**src/rtl/phase_sequencer_pkg.sv**
```systemverilog
// Shared types and default sizing for the instruction phase sequencer.
// The CPU top reuses the default constants.
package phase_sequencer_pkg;

  localparam int unsigned DEF_PHASES = 3;
  localparam int unsigned DEF_WAIT_W = 4;
  localparam int unsigned DEF_CNT_W  = 16;

  typedef enum logic [1:0] {
    ST_HALT = 2'd0,
    ST_RUN  = 2'd1,
    ST_STEP = 2'd2
  } seq_state_t;

endpackage

```
**src/rtl/phase_wait_timer.sv**
```systemverilog
// Per-phase wait-state down-counter. It flags the advance cycle of a phase once
// the programmed waits have elapsed and no external stall is pending.
module phase_wait_timer
  import phase_sequencer_pkg::*;
#(
  parameter int unsigned WAIT_W = DEF_WAIT_W
) (
  input  logic              clk,
  input  logic              rst,
  input  logic              active,
  input  logic              load,
  input  logic [WAIT_W-1:0] load_val,
  input  logic              ext_wait,
  output logic              last_c
);

  logic [WAIT_W-1:0] count;

  // ext_wait does not freeze the countdown; it only holds the phase once the count is zero.
  always_ff @(posedge clk) begin
    if (rst) begin
      count <= '0;
    end else if (load) begin
      count <= load_val;
    end else if (count != '0) begin
      count <= count - WAIT_W'(1);
    end
  end

  assign last_c = active && (count == '0) && !ext_wait;

endmodule

```
**src/rtl/phase_sequencer.sv**
```systemverilog
// Generates one-hot execution phases with per-phase wait states and an external stall.
// It also runs the run/halt/single-step control and counts retired instructions.
module phase_sequencer
  import phase_sequencer_pkg::*;
#(
  parameter int unsigned PHASES = DEF_PHASES,
  parameter int unsigned WAIT_W = DEF_WAIT_W,
  parameter int unsigned CNT_W  = DEF_CNT_W,
  localparam int unsigned IDX_W = (PHASES > 1) ? $clog2(PHASES) : 1
) (
  input  logic                     clk,
  input  logic                     rst,
  input  logic                     run,
  input  logic                     halt_req,
  input  logic                     step_req,
  input  logic                     ext_wait,
  input  logic [PHASES*WAIT_W-1:0] wait_cfg,
  output logic [PHASES-1:0]        phase,
  output logic [IDX_W-1:0]         phase_idx,
  output logic                     phase_last,
  output logic                     cycle_done,
  output logic [CNT_W-1:0]         instr_count,
  output logic                     halted
);

  seq_state_t        state, state_n;
  logic [PHASES-1:0] phase_n;
  logic [IDX_W-1:0]  phase_idx_n;
  logic              cycle_done_n;
  logic [CNT_W-1:0]  instr_count_n;
  logic              halted_n;
  logic              timer_load;
  logic [IDX_W-1:0]  load_idx;
  logic [WAIT_W-1:0] load_val;
  logic              active;

  assign active   = (state != ST_HALT);
  assign load_val = wait_cfg[32'(load_idx) * WAIT_W +: WAIT_W];

  phase_wait_timer #(
    .WAIT_W (WAIT_W)
  ) u_timer (
    .clk      (clk),
    .rst      (rst),
    .active   (active),
    .load     (timer_load),
    .load_val (load_val),
    .ext_wait (ext_wait),
    .last_c   (phase_last)
  );

  // Next-state and registered-output decode
  always_comb begin
    state_n       = state;
    phase_n       = phase;
    phase_idx_n   = phase_idx;
    cycle_done_n  = 1'b0;
    instr_count_n = instr_count;
    halted_n      = halted;
    timer_load    = 1'b0;
    load_idx      = '0;

    case (state)
      ST_HALT: begin
        if (run || step_req) begin
          state_n     = run ? ST_RUN : ST_STEP;
          phase_n     = PHASES'(1);
          phase_idx_n = '0;
          halted_n    = 1'b0;
          timer_load  = 1'b1;
        end
      end
      ST_RUN, ST_STEP: begin
        if (phase_last) begin
          if (phase_idx == IDX_W'(PHASES - 1)) begin
            // Instruction boundary: retire and decide whether to keep running
            cycle_done_n  = 1'b1;
            instr_count_n = instr_count + CNT_W'(1);
            phase_idx_n   = '0;
            if (state == ST_STEP || halt_req || !run) begin
              state_n  = ST_HALT;
              phase_n  = '0;
              halted_n = 1'b1;
            end else begin
              phase_n    = PHASES'(1);
              timer_load = 1'b1;
            end
          end else begin
            phase_idx_n = phase_idx + IDX_W'(1);
            phase_n     = phase << 1;
            timer_load  = 1'b1;
            load_idx    = phase_idx + IDX_W'(1);
          end
        end
      end
      default: begin
        state_n  = ST_HALT;
        phase_n  = '0;
        halted_n = 1'b1;
      end
    endcase
  end

  always_ff @(posedge clk) begin
    if (rst) begin
      state       <= ST_HALT;
      phase       <= '0;
      phase_idx   <= '0;
      cycle_done  <= 1'b0;
      instr_count <= '0;
      halted      <= 1'b1;
    end else begin
      state       <= state_n;
      phase       <= phase_n;
      phase_idx   <= phase_idx_n;
      cycle_done  <= cycle_done_n;
      instr_count <= instr_count_n;
      halted      <= halted_n;
    end
  end

endmodule

```
**config.mk**
```make
export PLATFORM = sky130hd
export DESIGN_NAME = phase_sequencer
export DESIGN_NICKNAME = d
export VERILOG_FILES = /design/src/rtl/phase_sequencer_pkg.sv /design/src/rtl/phase_wait_timer.sv /design/src/rtl/phase_sequencer.sv
export SDC_FILE = /design/constraint.sdc
export NUM_CORES = 1
export LEC_CHECK = 0
export CORE_MARGIN = 4
export CORE_UTILIZATION = 45
export DETAILED_ROUTE_END_ITERATION = 6
export PLACE_DENSITY = 0.76
export RECOVER_POWER = 25
export SLEW_MARGIN = 20
export SYNTH_ARGS = -nofsm -noshare
export SYNTH_HDL_FRONTEND = slang
export SYNTH_HIERARCHICAL = 1
export SYNTH_SLANG_ARGS = --single-unit
```
**constraint.sdc**
```tcl
create_clock -name clk -period 2.59 [get_ports clk]
set_input_delay 0.777 -clock clk [delete_from_list [all_inputs] [get_ports clk]]
set_output_delay 0.777 -clock clk [all_outputs]
set_load 0.005 [all_outputs]
```
==> metrics.yaml, run 1 <==
slowest_delay_ns: 0.45
synthArstFlopShare_pct: 0
status: "finished, final reports clean"
syn_area_per_cell_um2: 8.47
ir_drop_mv: 0.447
crit_fanout: 3
start_util_pct: 48.7
grt_first_pass_wirelength_mm: 6.35
switching_power_uw: 619
cp_slowest_cell: "clkdlybuf4s50_1"
worstPathArrival_ns: 1.69
p_int_uw: 1040
ys_ff_latch: 29
final_cell_mix: "clkdlybuf4s50_1 (31), dfxtp_1 (29), nand2_1 (19)"
dieArea_um2: 4410
hp-class: "flip-flop to flip-flop"
clkTransAtPathRegs_ns: 0.10
crit_chain: "clkdlybuf4s50_1 -> and3b_1 -> dlygate4sd2_1"
drtIter0Drc: 34
grt_overflow_total: 0
synth_top_flop_cell: "dfxtp_1"
ant_nets: 0
worstSetupPathType: "input pin to output port"
setup_violations: 0
grt_max_degree: 27
finalSetupTns_ns: 0
pwr-share-comb_pct: 47.4
clockRootBuffer: "clkbuf_4"
synth_top_area_cell: "dfxtp_1"
ys_top_cells_by_area: "dfxtp_1 (38%), xnor2_1 (5.1%), ha_1 (4.9%), nand2_1 (4.6%), a21oi_1 (3.9%)"
grt_use_total_pct: 18.7
grt_pass1_vias: 1475
wl_per_cell_um: 13.6
min_period_ns: 2.47
maxCapViolations: 0
port-buffer-count: 41
gp_congestion: 0.776
netlist_instances: 181
synth_top_cell_area_share_pct: 37.8
dr.pass1.iters: 4
ios: 42
seqPwrFrac_pct: 35.7
clockBufferDepth: 2
vias: 1485
cts_tree: "yes"
coreArea_um2: 3150
fin_crit_sh_pct: 95.2
ys_types: 39
syn-num-nets: 205
vias_per_cell: 5.38
nets: 256
critical_path_required_ns: 1.81
insertion_delay_ns: 0.32
htreeDepth: 2
cp_num_buf_inv: 2
slew_headroom_pct: 68.9
startpoint_type: "input pin"
diodes: 0
ys_seq_area_share_pct: 37.8
fin_skew_ns: 0.0169
hold_viol: 0
rows: 20
synth-edff-count: 0
post-dp-hpwl_mm: 2.88
p_sw_share_pct: 37.3
drive_gt1_share_pct: 8.62
synthesis.area_um2: 1530
critPathCaptureType: "output port"
die_h_um: 66.4
tightest_slew_ns: 0.466
die_w_um: 66.4
ys_warn_count: 6
cts_made_buffers: 5
fin_total_pwr_uw: 1660
rsz0062_at_grt: "no"
p_leak_uw: 0.000802
drc: 0
drv_slew: 0
cp_top_family: "buffers and inverters"
clkPwrFrac_pct: 16.9
routed_wl_mm: 3.75
numClockSinks: 29
area_growth_syn_to_layout_pct: 37.4
max_freq_mhz: 405
power_density_nw_per_um2: 787
whs_ns: 0.460
grt_antenna_before_repair: 0
final_common_cell: "clkdlybuf4s50_1"
## tightest hold or removal path: cells and delay by family (launching register included)
family,cells,cell delay [ns]
compound gates,1,0.05
flops,1,0.32
simple gates,1,0.05
## per-stage QoR
step / setup WS (ns) / util (%) / std cells / cell area, µm²
global placement: -0.123 / 64.9 / 268 / 2050
finish: 0.123 / 66.8 / 276 / 2110
global route: 0.0884 / 66.8 / 276 / 2110
CTS: 0.0970 / 67.1 / 276 / 2120
floorplan: 0.338 / - / 181 / 1530
detailed placement: -0.140 / 64.9 / 268 / 2050
## metal layers
layer	global-route usage, %	wire length (µm)	vias up
li1	-	-	747
met1	20.8	1640	687
met2	33.3	1870	45
met3	4.59	172	6
met4	8.38	65	0
met5	0	0	-
## cell usage after synthesis, types with 2 or more instances
library cell	number
or3_1	4
nor4_1	4
nand3_1	8
buf_2	2
o31a_1	2
mux2_2	2
o21ai_0	10
nor3_2	2
nor2b_1	4
ha_1	6
or4_1	3
and3_1	3
o22ai_1	2
clkbuf_1	4
xor2_1	3
nor3b_1	4
nand4_1	4
nor2_1	16
a21oi_1	12
dfxtp_1	29
inv_1	8
xnor2_1	9
mux2i_1	6
nand2_1	19
## flip-flops by register name, summed over array words and instances (netlist names)
| name | flops |
|---|---|
| cycle_done | 1 |
| halted | 1 |
| instr_count | 16 |
| phase | 3 |
| phase_idx | 2 |
| state | 2 |
| u_timer/count | 4 |
## final cells by class
type                            instances  area (µm²)
Sequential cell                        29         581
Inverter                                8        30.0
Tap cell                               44        55.1
Clock buffer                            7        55.1
Multi-Input combinational cell        138         905
Timing Repair Buffer                   50         482
Fill cell                             290        1050
## what timing repair did
action,4_1_cts,5_1_grt
setup endpoints to repair,1,0
setup buffers,1,0
hold buffers,0,0
gates resized for setup,3,0
## cell families after synthesis
logic type      count (synthesis)  share of synthesized area, %
simple gates                   80                          29.0
compound gates                 31                          11.7
flops                          29                          37.8
buf+inv                        14                          3.59
xor+xnor                       12                          6.85
mux                             9                          6.12
fa+ha+maj                       6                          4.89
## power groups by stage
stage	Clock, µW	Combinational, µW	Sequential [µW]
floorplan	0	531	569
global placement	0	723	593
detailed placement	0	752	599
CTS	283	788	594
global route	302	869	601
finish	280	787	593
## worst paths after layout
path                              start                            to  slack [ns]  cells after the start
setup / recovery               ext_wait                    phase_last        0.12                      3
hold / removal    phase[2]$_SDFFE_PP0P_         phase[2]$_SDFFE_PP0P_        0.46                      2
setup reg to reg  state[0]$_SDFFE_PP0P_  instr_count[15]$_SDFFE_PP0P_        0.31                      8
hold reg to reg   phase[2]$_SDFFE_PP0P_         phase[2]$_SDFFE_PP0P_        0.46                      2
(Power assumes the default switching activity.)
==> inputs of run 2 (changes only) <==
Settings changed: SLEW_MARGIN 20 to not set.
==> results of run 2 <==
Same layout as run 1: the final DEF is identical, and so are final timing and power.
